==> config.mk <==
export PLATFORM = sky130hd
export DESIGN_NAME = ch_start_sequencer
export DESIGN_NICKNAME = d
export VERILOG_FILES = /design/src/rtl/gvizi_pkg.sv /design/src/rtl/sync_edge.sv /design/src/rtl/ch_start_sequencer.sv
export SDC_FILE = /design/constraint.sdc
export NUM_CORES = 1
export LEC_CHECK = 0
export ABC_AREA = 1
export CAP_MARGIN = 30
export CORE_ASPECT_RATIO = 1.75
export CORE_MARGIN = 5
export CORE_UTILIZATION = 58
export DETAILED_ROUTE_END_ITERATION = 7
export HOLD_SLACK_MARGIN = 0.03
export MAX_ROUTING_LAYER = met4
export PLACE_DENSITY = 0.82
export SETUP_SLACK_MARGIN = 0.05
export SLEW_MARGIN = 20
export SYNTH_ARGS = -nofsm -noshare
export SYNTH_HDL_FRONTEND = slang
export SYNTH_HIERARCHICAL = 1
export SYNTH_SLANG_ARGS = --single-unit
==> constraint.sdc <==
create_clock -name i_clk -period 9.85 [get_ports i_clk]
set_input_delay 2.4625 -clock i_clk [delete_from_list [all_inputs] [get_ports i_clk]]
set_output_delay 2.4625 -clock i_clk [all_outputs]
set_load 0.01 [all_outputs]
==> src/rtl/gvizi_pkg.sv <==
`default_nettype none
// ============================================================================
//  Module      : gvizi_pkg
//  Description : Shared types and constants for the channel start sequencer:
//                FSM state encoding, miss-counter width, mode encodings and a
//                constant helper for sizing the shared timer.
//  Revision    : 1.0  initial release
// ============================================================================
package gvizi_pkg;

    typedef enum logic [1:0] {
        IDLE   = 2'd0,
        CHARGE = 2'd1,
        ARM    = 2'd2,
        HOLD   = 2'd3
    } state_t;

    localparam int MISS_W = 8;

    localparam logic MOD_GZI = 1'b0;
    localparam logic MOD_GVI = 1'b1;

    // Largest of three integers, used to size the shared down-counter.
    function automatic int max3(input int a, input int b, input int c);
        int m;
        m = a;
        if (b > m) m = b;
        if (c > m) m = c;
        return m;
    endfunction

endpackage

`default_nettype wire

==> src/rtl/sync_edge.sv <==
`default_nettype none
// ============================================================================
//  Module      : sync_edge
//  Description : Three-flop synchronizer for an asynchronous level with a
//                registered single-cycle rising-edge pulse.
//  Revision    : 1.0  initial release
// ============================================================================
module sync_edge (
    input  logic i_clk,
    input  logic i_rst,
    input  logic i_async,
    output logic o_rise
);

    logic r_s1;
    logic r_s2;
    logic r_s3;
    logic r_rise;

    // Metastability chain; the rise pulse is taken from the two settled stages.
    always_ff @(posedge i_clk or posedge i_rst) begin
        if (i_rst) begin
            r_s1   <= 1'b0;
            r_s2   <= 1'b0;
            r_s3   <= 1'b0;
            r_rise <= 1'b0;
        end else begin
            r_s1   <= i_async;
            r_s2   <= r_s1;
            r_s3   <= r_s2;
            r_rise <= r_s2 & ~r_s3;
        end
    end

    assign o_rise = r_rise;

endmodule

`default_nettype wire

==> src/rtl/ch_start_sequencer.sv <==
`default_nettype none
// ============================================================================
//  Module      : ch_start_sequencer
//  Description : Holds per-channel delay words/enables in a shadow bank with
//                atomic commit, turns an async trigger into the first-charge
//                pulse and start level for the delay counters, aborts shots
//                that never complete and counts triggers lost while busy.
//  Revision    : 1.0  initial release
// ============================================================================
module ch_start_sequencer
    import gvizi_pkg::*;
#(
    parameter int N_CH    = 4,
    parameter int DW      = 16,
    parameter int FC_LEN  = 4,
    parameter int TMO_LEN = 65535,
    parameter int HOLDOFF = 8
) (
    input  logic                    i_clk,
    input  logic                    i_rst,
    input  logic                    i_trig,
    input  logic                    i_wr,
    input  logic [$clog2(N_CH)-1:0] i_waddr,
    input  logic [DW-1:0]           i_wdata,
    input  logic                    i_wen,
    input  logic                    i_mod_wr,
    input  logic                    i_commit,
    input  logic [N_CH-1:0]         i_ch_done,
    output logic [N_CH*DW-1:0]      o_data,
    output logic [N_CH-1:0]         o_ch_enable,
    output logic                    o_mod,
    output logic                    o_first_charge,
    output logic                    o_start,
    output logic                    o_busy,
    output logic                    o_timeout,
    output logic [MISS_W-1:0]       o_miss_cnt
);

    localparam int c_aw      = $clog2(N_CH);
    localparam int c_tmr_max = max3(FC_LEN, TMO_LEN, HOLDOFF);
    localparam int c_tmr_w   = $clog2(c_tmr_max + 1);

    // Timer load values are "cycles - 1" because the zero cycle is counted too.
    localparam logic [c_tmr_w-1:0] c_fc_load  = c_tmr_w'(FC_LEN - 1);
    localparam logic [c_tmr_w-1:0] c_tmo_load = c_tmr_w'(TMO_LEN - 1);
    localparam logic [c_tmr_w-1:0] c_ho_load  = c_tmr_w'((HOLDOFF == 0) ? 0 : HOLDOFF - 1);
    localparam logic [c_tmr_w-1:0] c_tmr_one  = c_tmr_w'(1);

    // Shadow and active banks
    logic [DW-1:0]     r_sh_data  [N_CH];
    logic [N_CH-1:0]   r_sh_en;
    logic [DW-1:0]     r_act_data [N_CH];
    logic [N_CH-1:0]   r_act_en;
    logic              r_mod_sh;
    logic              r_mod;
    logic              r_pend;

    // Sequencer state
    state_t            r_state;
    logic [c_tmr_w-1:0] r_tmr;
    logic              r_fc;
    logic              r_start;
    logic              r_timeout;
    logic [N_CH-1:0]   r_done_seen;
    logic [MISS_W-1:0] r_miss;

    // Done synchronizers
    logic [N_CH-1:0]   r_done_s1;
    logic [N_CH-1:0]   r_done_s2;

    logic              w_trig_rise;
    logic              w_apply;
    logic [N_CH-1:0]   w_en_eff;
    logic              w_trig_go;
    logic              w_done_all;

    sync_edge u_trig_sync (
        .i_clk   (i_clk),
        .i_rst   (i_rst),
        .i_async (i_trig),
        .o_rise  (w_trig_rise)
    );

    // A pending commit is applied only while idle, so a running shot never
    // sees its configuration change. The trigger check in that same cycle
    // uses the enables being committed.
    assign w_apply    = r_pend && (r_state == IDLE);
    assign w_en_eff   = w_apply ? r_sh_en : r_act_en;
    assign w_trig_go  = w_trig_rise && (w_en_eff != '0);
    assign w_done_all = (((r_done_seen | r_done_s2) & r_act_en) == r_act_en);

    // Shadow bank writes; out-of-range addresses match no channel.
    always_ff @(posedge i_clk or posedge i_rst) begin
        if (i_rst) begin
            for (int c = 0; c < N_CH; c++) begin
                r_sh_data[c] <= '0;
            end
            r_sh_en <= '0;
        end else if (i_wr) begin
            for (int c = 0; c < N_CH; c++) begin
                if (i_waddr == c_aw'(c)) begin
                    r_sh_data[c] <= i_wdata;
                    r_sh_en[c]   <= i_wen;
                end
            end
        end
    end

    // Commit request tracking; a new request wins over clearing on apply.
    always_ff @(posedge i_clk or posedge i_rst) begin
        if (i_rst) begin
            r_pend   <= 1'b0;
            r_mod_sh <= MOD_GZI;
        end else if (i_commit) begin
            r_pend   <= 1'b1;
            r_mod_sh <= i_mod_wr ? MOD_GVI : MOD_GZI;
        end else if (w_apply) begin
            r_pend   <= 1'b0;
        end
    end

    // Active bank copy from shadow on an idle cycle with a pending commit.
    always_ff @(posedge i_clk or posedge i_rst) begin
        if (i_rst) begin
            for (int c = 0; c < N_CH; c++) begin
                r_act_data[c] <= '0;
            end
            r_act_en <= '0;
            r_mod    <= MOD_GZI;
        end else if (w_apply) begin
            for (int c = 0; c < N_CH; c++) begin
                r_act_data[c] <= r_sh_data[c];
            end
            r_act_en <= r_sh_en;
            r_mod    <= r_mod_sh;
        end
    end

    // Two-flop synchronizer per channel-done bit.
    always_ff @(posedge i_clk or posedge i_rst) begin
        if (i_rst) begin
            r_done_s1 <= '0;
            r_done_s2 <= '0;
        end else begin
            r_done_s1 <= i_ch_done;
            r_done_s2 <= r_done_s1;
        end
    end

    // Saturating count of trigger edges arriving while a shot is in progress.
    always_ff @(posedge i_clk or posedge i_rst) begin
        if (i_rst) begin
            r_miss <= '0;
        end else if (w_trig_rise && (r_state != IDLE) && (r_miss != '1)) begin
            r_miss <= r_miss + MISS_W'(1);
        end
    end

    // Shot sequencer with registered outputs and one shared down-counter.
    always_ff @(posedge i_clk or posedge i_rst) begin
        if (i_rst) begin
            r_state     <= IDLE;
            r_tmr       <= '0;
            r_fc        <= 1'b0;
            r_start     <= 1'b0;
            r_timeout   <= 1'b0;
            r_done_seen <= '0;
        end else begin
            r_timeout <= 1'b0;
            case (r_state)
                IDLE: begin
                    r_fc    <= 1'b0;
                    r_start <= 1'b0;
                    if (w_trig_go) begin
                        r_state <= CHARGE;
                        r_fc    <= 1'b1;
                        r_tmr   <= c_fc_load;
                    end
                end
                CHARGE: begin
                    if (r_tmr == '0) begin
                        r_state <= ARM;
                        r_fc    <= 1'b0;
                        r_start <= 1'b1;
                        r_tmr   <= c_tmo_load;
                    end else begin
                        r_tmr <= r_tmr - c_tmr_one;
                    end
                end
                ARM: begin
                    r_done_seen <= r_done_seen | r_done_s2;
                    // Completion takes priority over a coincident timeout.
                    if (w_done_all) begin
                        r_state <= HOLD;
                        r_start <= 1'b0;
                        r_tmr   <= c_ho_load;
                    end else if (r_tmr == '0) begin
                        r_state   <= HOLD;
                        r_start   <= 1'b0;
                        r_timeout <= 1'b1;
                        r_tmr     <= c_ho_load;
                    end else begin
                        r_tmr <= r_tmr - c_tmr_one;
                    end
                end
                HOLD: begin
                    if (r_tmr == '0) begin
                        r_state     <= IDLE;
                        r_done_seen <= '0;
                    end else begin
                        r_tmr <= r_tmr - c_tmr_one;
                    end
                end
                default: begin
                    r_state <= IDLE;
                end
            endcase
        end
    end

    generate
        for (genvar g = 0; g < N_CH; g++) begin : g_out
            assign o_data[g*DW +: DW] = r_act_data[g];
        end
    endgenerate

    assign o_ch_enable    = r_act_en;
    assign o_mod          = r_mod;
    assign o_first_charge = r_fc;
    assign o_start        = r_start;
    assign o_busy         = (r_state != IDLE);
    assign o_timeout      = r_timeout;
    assign o_miss_cnt     = r_miss;

endmodule

`default_nettype wire
# Yosys cells after proc, flatten, opt, wreduce, memory -nomap -nowiden
# Index checks and enable logic that the tools add are counted.
# classes
add_sub_neg,2
mul,0
div,0
n_lt_le_gt_ge,0
n_eq_ne,13
shift,0
mux,27
bitwise_logic,4
reduce_logical,22
# op_table
operator,n
two-way mux 16 bit,5
one-hot mux 16 bit (4 select lines),1
logical NOT 16 bit,1
subtractor 16 x 1 -> 16 bit (second input constant),1
AND reduction 2 bit,7
two-way mux 1 bit,10
two-way mux 2 bit,5
adder 8 x 1 -> 8 bit (second input constant),1
equality test 2 bit (second input constant),4
two-way mux 4 bit,2
inequality test 2 bit (second input constant),4
inequality test 8 bit (second input constant),1
one-hot mux 2 bit (4 select lines),1
one-hot mux 4 bit (2 select lines),1
nonzero test 2 bit,4
AND 4 bit,1
equality test 2 x 1 -> 1 bit (second input constant),2
equality test 4 bit,1
logical AND 1 bit,4
logical NOT 2 bit,2
OR 4 bit,1
AND reduction 4 bit,1
nonzero test 4 bit,1
inequality test 3 bit (second input constant),1
6 further kinds,6
# totals
regBits,184
latchBits,0
ram_bits,0
rom_bits,0
inputBits,29
elab_cells,97
memories,0

# Logic depth before layout (Yosys ltp)
# depth
ltp_word,7
depth_mapped,14
depth_no_buf,13

# By module
# The synthesis kept the hierarchy.
# by_module_without_submodules
module,n_inst,cells_each,area_per_inst_um2,seq_area_each_um2
ch_start_sequencer,1,728,7458.4,4504.3
sync_edge,1,7,113.9,100.1

# Least setup slack after synthesis
# Ideal clock, no wire load.
# synth_timing
kind,register -> output
start,register r_state[0]
end,output o_busy
arrival_time_ns,0.933
required_time_ns,7.388
setup_slack_ns,6.454
path_stages_with_launch,5
n_path_buf,1
cell_sequence,dfrtp_1 > inv_1 > ha_1 > buf_4 > inv_1
# synth_between
elab_chain_len,1
# synth_lines
item,line,rtl
"start, declared",ch_start_sequencer.sv:59,state_t r_state;
"start signal, assigned",ch_start_sequencer.sv:162,r_state <= IDLE;
"start signal, assigned",ch_start_sequencer.sv:175,r_state <= CHARGE;
"start signal, assigned",ch_start_sequencer.sv:182,r_state <= ARM;
nonzero test 2 bit,ch_start_sequencer.sv:231,assign o_busy = (r_state != IDLE);
"end, declared",ch_start_sequencer.sv:34,"output logic o_busy,"
# Every way passes these cells.

# Worst setup path after layout
# Same ends and word-level chain as after synthesis.

==> results.toml <==
[status]
status = "finished, final reports clean"

[final_layout]
drive_gt1_frac = 0.141
final.fill_count = 898
instances_no_fill = 1030
area_growth_pct = 24.6
design_area_mm2 = 0.00944
fin_util = 0.733
finalNetCount = 882
insertedDiodeCount = 0

[logic_synthesis]
synth_edf_count = 0
async_flop_share = 1.00
syn_nets = 771
synth_ff_type = "dfrtp_1"
ys_ff_latch = 184
netlist_instances = 735
synthTopCellsByArea = "dfrtp_1, mux2_2, nand2_1, o21ai_0, inv_1"
synth-seq-area-share = 0.608
synthesis.area_mm2 = 0.00757
synth_cell_types = 29
yosys_warnings = 6
synth_top_area_frac = 0.608
avgSynthCellArea_um2 = 10.3
synth_area_leader_cell = "dfrtp_1"

[timing]
fmax_ghz = 0.217
rsz0062_at_grt = "false"
finalSetupTns_ns = 0
finalWorstSetupSlack_ns = 5.24
fin_worst_skew_ns = 0.00911
fin_crit_sh = 0.468
worst-slew-pin-transition_ns = 0.816
final_max_slew_viol_count = 0
finalHoldWorstSlack_ns = 0.351
setup_viol = 0
min_period_ns = 4.61
hold_viol_final = 0
max-slew-margin-rel = 0.456

[clock_network]
clkLatencyLatePin_ns = 0.42
path_clk_slew_ns = 0.07
post-cts-setup-buffer-count = 0
cts_tree = "built"
cts_buffer_depth = 2
cts_hold_buf = 0
cts_root_buf = "clkbuf_16"
cts.sinks = 184
cts_buffers = 17
ctsResizeCount = 0
cts.htree.levels = 4

[detailed_routing]
vias = 5683
postRouteWirelength_um = 18900
viasPerCell = 5.52
ant_nets = 0
drc = 0
routedWlPerCell_um = 18.3
drt_iter0_markers = 386
drt_pass1_iterations = 5

[floorplanning]
fp.dieW_um = 96.4
dieArea_mm2 = 0.0155
start_util = 0.588
die_h_um = 161
coreArea_mm2 = 0.0129
ios = 110
row_count = 55

[setup_path]
required_ns = 7.39
crit_top_cell = "inv_1"
cp_num_buf_inv = 3
start_kind = "register"
r2r_setup_slack_ns = 7.47
path_cells = "inv_1 > ha_1 > inv_1 > clkdlybuf4s50_1"
worstPathMaxFanout = 7
worst-setup-path-type = "reg2out"
worstPathArrival_ns = 2.15
cp_slowest_stage_delay_ns = 0.60
end_kind = "primary output"
crit_family = "buffers and inverters"
slowest_stage = "clkdlybuf4s50_1"

[run]
maxCapViolCount = 0

[placed_design]
io_buffers = 109
dpl.cell_count = 997
postPlaceCellArea_mm2 = 0.00883
routabilityCongestion = 0.921
pre_cts_ws_ns = 5.25
place_hpwl_um = 12700

[power_and_ir_drop]
p_sw_mw = 1.15
clkPwrFrac = 0.216
combPwrFrac = 0.406
leakagePower_nw = 4.61
finalPower_mw = 3.08
vdd_drop_max_mv = 0.230
intPower_mw = 1.92
power_density_mw_per_mm2 = 326
seq_power_share = 0.378
swShare = 0.375

[min_path]
hold_class = "reg2reg"

[global_route]
antenna_found_initial = 0
grt_pass1_vias = 6066
grt_pass1_wl_um = 30900
grt_max_degree = 113
globalRouteOverflowTotal = 0
grtUsageTotal = 0.268
cells by family (layout without fill, tap and decap cells):
kind of cell    Yosys count  count (layout)  share of synthesized area
xor+xnor                  7               7                    0.00810
compound gates           87              87                     0.0585
buf+inv                  89             213                     0.0481
flops                   184             184                      0.608
mux                      64              64                     0.0952
fa+ha+maj                 7               7                     0.0116
simple gates            297             297                      0.171
area by class of cell:
class | instances | area [um2] | area share
clock buffer | 18 | 429 | 0.0455
clock inverter | 14 | 153 | 0.0162
inverter | 65 | 249 | 0.0264
multi-input combinational | 462 | 2600 | 0.276
sequential | 184 | 4600 | 0.488
tap | 171 | 214 | 0.0227
timing repair buffer | 116 | 1180 | 0.125
synth_stat cells (all sizes together) (4+ instances only):
master	count
a21oi	4
buf	12
clkbuf	12
dfrtp	184
ha	7
inv	65
mux2	64
nand2	197
nand3	49
nand3b	4
nand4	6
nor2	38
o21ai	80
xnor2	5
cell usage in the layout (no fill, tap or decap), types with 3 or more instances in the layout:
| cell | n |
|---|---|
| nand2_2 | 5 |
| buf_6 | 3 |
| clkdlybuf4s50_1 | 109 |
| mux2_2 | 64 |
| clkinv_4 | 4 |
| nor2_4 | 3 |
| nand3_1 | 46 |
| nand2_1 | 190 |
| inv_6 | 5 |
| inv_1 | 63 |
| a21oi_1 | 4 |
| inv_8 | 3 |
| dfrtp_1 | 184 |
| nor2_2 | 3 |
| nand4_1 | 6 |
| nor2_1 | 32 |
| nand3b_1 | 4 |
| clkbuf_16 | 17 |
| o21ai_0 | 79 |
| clkinv_8 | 3 |
| xnor2_1 | 5 |
| ha_1 | 7 |
final timing paths:
check	endpoint	start	depth (start not counted)
setup / recovery	o_busy	r_state[0]	4
hold / removal	r_done_s2[1]	r_done_s1[1]	0
setup reg to reg	o_data[17]	r_state[0]	5
hold reg to reg	r_done_s2[1]	r_done_s1[1]	0
max in group asynchronous	r_sh_data[30]	i_rst	3
min in group asynchronous	u_trig_sync/r_s1	i_rst	2
state kept, by name, summed over array words and instances, names as in the netlist, 2 cells and up:
register and count:
o_ch_enable 4, o_data 64, o_miss_cnt 8, r_done_s1 4, r_done_s2 4, r_done_seen 4, r_sh_data 64, r_sh_en 4
r_state 2, r_tmr 16
layer usage:
| metal | up-vias | wire length (um) | GRT usage | part of all wire |
|---|---|---|---|---|
| met5 | - | 0 | - | 0 |
| met4 | 0 | 397 | 0.0785 | 0.021 |
| li1 | 2593 | - | - | - |
| met2 | 187 | 11000 | 0.471 | 0.58 |
| met1 | 2867 | 6610 | 0.305 | 0.35 |
| met3 | 36 | 894 | 0.0531 | 0.047 |
power by group through the flow:
stage	Combinational, mW	Sequential, mW	Clock [mW]
2_1_floorplan	0.719	1.18	0
3_3_place_gp	1.18	1.15	0
3_5_place_dp	1.23	1.16	0
4_1_cts	1.25	1.16	0.670
5_1_grt	1.37	1.19	0.709
6_report	1.25	1.16	0.665
Power figures use the tool's default switching activity.
==> variant 1, RTL diff (same flow settings) <==
`FC_LEN`: 4 -> 8.
--- a/src/rtl/ch_start_sequencer.sv
+++ b/src/rtl/ch_start_sequencer.sv
@@ -14,3 +14,3 @@
     parameter int DW      = 16,
-    parameter int FC_LEN  = 4,
+    parameter int FC_LEN  = 8,
     parameter int TMO_LEN = 65535,
Formal check against the unedited RTL: not equivalent (a bounded check fails within 10 cycles, from zero or initial values and one cycle with i_rst high).
==> variant 1 against the unedited design <==
Power increased by 1.0%. Routed wire length increased by 0.30%. Synthesized area increased by 0.64%. Sequential share of layout area decreased by 0.47 points. Hold slack got worse by 2.4 ps. Largest cell class unchanged. Sequential cell count unchanged. Final area increased by 0.97%. Core utilization increased by 0.32 points. Worst setup slack got worse by 190 ps.
==> variant 1: results <==
[yosys]
synth_cells = 733
synth_area_leaders = "dfrtp_1 (60%), mux2_2 (9.5%), nand2_1 (9.5%)"
ys_seq_area_share_pct = 60.4
synth.net_count = 769
synth_common_cells = "nand2_1 (192), dfrtp_1 (184), o21ai_0 (81)"
synth_cell_type_count = 29
synth-edff-count = 0

[grt]
grt_pass1_wl_um = 30500
grt_pass1_vias = 6062
antenna_found_initial = 0
grt_max_degree = 108
track_usage_pct = 25.4

[worst_hold_path]
holdCritStartpoint = "r_done_s1[1]"
hold_class = "reg2reg"
hold-path-endpoint = "r_done_s2[1]"

[place]
gp_congestion = 0.966
place_area_um2 = 8870
place_inst = 995
dp_hpwl_um = 13000

[sta]
tightest_slew_ps = 791
hold_slack_ps = 349
clock_skew_ps = 11.7
drv_slew = 0

[setup_path]
r2r_cells = 5
path_max_fanout = 9
r2r_slack_ps = 7490
reg2reg_from = "r_state[1]"
rr_endpoint = "o_data[10]"
cp.arrival_ps = 2330

[route]
routed_wl_um = 18900
drtIter0Drc = 354
firstDrtPassIters = 4
post_drt_via_cell_ratio = 5.52
wl_per_cell_um = 18.4

[finish]
drive_gt1_share_pct = 14.9
nets = 881
diodes = 0

[pwr]
ir_worst_vdd_mv = 0.200
p_leak_nw = 4.62

[outcome]
outcome = "complete, no violations"

[clocking]
clk_latency_ps = 420
cts_made_buffers = 17
cts_setup_buffers = 0
cts_max_level = 4
clockBufferDepth = 2
## variant 1: cells by family after synthesis
kind of cell	Yosys count	share of synthesized area [%]
fa+ha+maj	7	1.15
compound gates	87	5.78
simple gates	296	17.2
mux	64	9.46
xor+xnor	12	1.38
flops	184	60.4
buf+inv	83	4.60
## variant 1: metal layers
metal	track usage, %	vias to the layer above	wire length (um)
li1	-	2608	-
met1	25.7	2805	6520
met2	45.6	209	10500
met3	5.70	55	981
met4	12.7	0	940
met5	-	-	0
## variant 1: how the worst max path moves through the flow
stage | start | endpoint | slack, ps | cells after the start
2_1_floorplan | i_rst | o_ch_enable[0] | 2500 | 1
3_3_place_gp | i_rst | r_sh_data[36] | 5250 | 3
3_5_place_dp | i_rst | o_data[24] | 5190 | 3
4_1_cts | r_state[1] | o_busy | 5050 | 4
5_1_grt | r_state[1] | o_busy | 4960 | 4
6_report | r_state[1] | o_busy | 5050 | 4
## variant 1: area by class of cell
type	count	area [um2]
Tap cell	171	214
Timing Repair Buffer	116	1200
Inverter	60	230
Sequential cell	184	4600
Multi-Input combinational cell	466	2670
Fill cell	898	3410
Clock buffer	18	429
Clock inverter	14	175
## variant 1: worst max-delay path, cell delays in order (launching register included)
cell and delay, ps:
dfrtp_1 430, inv_1 100, ha_1 410, clkinv_1 390
clkdlybuf4s50_1 590
## variant 1: metrics by stage
step | utilization [%] | setup slack [ps]
6_report | 73.6 | 5050
5_1_grt | 73.6 | 4960
4_1_cts | 73.2 | 5050
3_5_place_dp | 68.5 | 5190
3_3_place_gp | 68.2 | 5250
2_1_floorplan | - | 2500
## variant 1: power by group
group / total (mW) / switching (mW) / internal (mW)
combinational: 1.27 / 0.669 / 0.599
sequential: 1.16 / 0.176 / 0.986
clock: 0.679 / 0.334 / 0.345
==> variant 2, RTL diff (config.mk and constraints unchanged) <==
Without the edit above. Re-encode `state_t` (4 states) as Gray code, 2 bits wide.
--- a/src/rtl/gvizi_pkg.sv
+++ b/src/rtl/gvizi_pkg.sv
@@ -11,6 +11,6 @@
     typedef enum logic [1:0] {
-        IDLE   = 2'd0,
-        CHARGE = 2'd1,
-        ARM    = 2'd2,
-        HOLD   = 2'd3
+        IDLE   = 2'b00,
+        CHARGE = 2'b01,
+        ARM    = 2'b11,
+        HOLD   = 2'b10
     } state_t;
Formal check against the unedited RTL: same outputs for any inputs over 4 cycles, from zero or initial values and one cycle with i_rst high; so few cycles prove little.
==> variant 2 against the unedited design <==
Final area increased by 0.99%. Worst setup slack got worse by 43 ps. Synthesized cell count increased by 22%. Sequential cell count unchanged. Synthesized area increased by 0.79%. Routed wire length decreased by 0.95%. Combinational power decreased by 9%. Power decreased by 2.8%. Core utilization increased by 0.34 points. First-iteration DRC count increased by 0.78%. Critical endpoint unchanged.
==> variant 2: results <==
[setup_path]
cpMaxStageDelayCell = "clkdlybuf4s50_1"
r2r_slack_ps = 6980
cp-endpoint = "o_busy"
max_stage_delay_ps = 560
critPathRequiredTime_ps = 7390
r2r_cells = 7
crit_path_start = "r_state[0]"
rr_endpoint = "o_data[34]"
path_max_fanout = 15

[grt]
met1_usage_pct = 27.5
antenna_found_initial = 0
grt_max_degree = 69
gr-usage-met2_pct = 45.7
grt_pass1_vias = 6140
grt_pass1_wl_um = 30600
track_usage_pct = 25.4
met3_usage_pct = 6.10

[yosys]
synth_fa_ha_area_share_pct = 0.492
synth_common_cells = "nand2_1 (402), dfrtp_1 (184), o21ai_0 (78)"
async_flop_share_pct = 100
syn_area_per_cell_um2 = 8.53
synth_cell_type_count = 26
yosysWarnings = 6
ys_seq_area_share_pct = 60.3
ys_dominant_reg_cell = "dfrtp_1"
synth_compound_area_share_pct = 5.46
synth.net_count = 927
synth_area_leaders = "dfrtp_1 (60%), nand2_1 (20%), o21ai_0 (5.1%)"
synthMuxAreaShare_pct = 0
synth_xor_area_share_pct = 1.38

[sta]
clock_skew_ps = 10.8
relSlewSlack_pct = 45.4

[outcome]
outcome = "complete, no violations"

[worst_hold_path]
hold_class = "reg2reg"

[pwr]
p_leak_nw = 4.91
ir_worst_vdd_mv = 0.196

[finish]
drive_gt1_share_pct = 5.73
diodes = 0
nets = 1031
final_cells = 1183

[route]
met1_length_um = 6790
wl_met3_um = 907
routed_wl_um = 18700
firstDrtPassIters = 5
vias = 6180
drtIter0Drc = 389
route.met2.wl_um = 10400
dr.max_layer_used = "met4"

[clocking]
cts_made_buffers = 17
cts_resized = 0
cts_setup_buffers = 0
cts_max_level = 4
clockBufferDepth = 2

[place]
portBuffers = 109
gp_congestion = 1.03
dp_hpwl_um = 12800
[variant 2: cell count changes in the layout (fill, tap and decap cells not counted), moves of 4 or more]
cell,before,now
clkinv_4,4,0
ha_1,7,3
mux2_2,64,0
nand2_1,190,402
nand2_2,5,9
nand3_1,46,27
nor2_1,32,60
[variant 2: layout make-up]
type | instances | area (um2)
Clock inverter | 15 | 206
Fill cell | 938 | 3410
Multi-Input combinational cell | 613 | 2620
Clock buffer | 17 | 425
Tap cell | 171 | 214
Sequential cell | 184 | 4600
Inverter | 66 | 253
Timing Repair Buffer | 117 | 1210
[variant 2: worst reg2reg max path: cells and delay by family, from the launching register on]
kind,cells,cell delay (ps)
and+or+nand+nor,4,1110
buffers and inverters,3,1220
DFF,1,490
[variant 2: worst min path at each step]
| stage | from | to | slack, ps | depth (start not counted) |
|---|---|---|---|---|
| floorplan | r_done_s1[0] | r_done_s2[0] | 330 | 0 |
| global placement | r_done_s1[2] | r_done_s2[2] | 330 | 0 |
| detailed placement | r_done_s1[2] | r_done_s2[2] | 330 | 0 |
| CTS | r_done_s1[0] | r_done_s2[0] | 350 | 0 |
| global route | u_trig_sync/r_s1 | u_trig_sync/r_s2 | 360 | 0 |
| finish | r_done_s1[0] | r_done_s2[0] | 350 | 0 |
[variant 2: through the flow]
stage               setup WS [ps]  power [mW]  hold WS, ps  instance area, um2
floorplan                    2500        1.82          331                7630
global placement             5220        2.23          332                8790
detailed placement           5660        2.28          335                8900
CTS                          5210        3.01          351                9530
global route                 5100        3.19          358                9530
finish                       5200        2.99          346                9530
[variant 2: report_power, final]
| part | switching [mW] | internal (mW) | leakage, nW |
|---|---|---|---|
| combinational | 0.673 | 0.472 | 2.28 |
| clock | 0.335 | 0.371 | 0.308 |
| sequential | 0.169 | 0.971 | 2.32 |
| total | 1.18 | 1.81 | 4.91 |
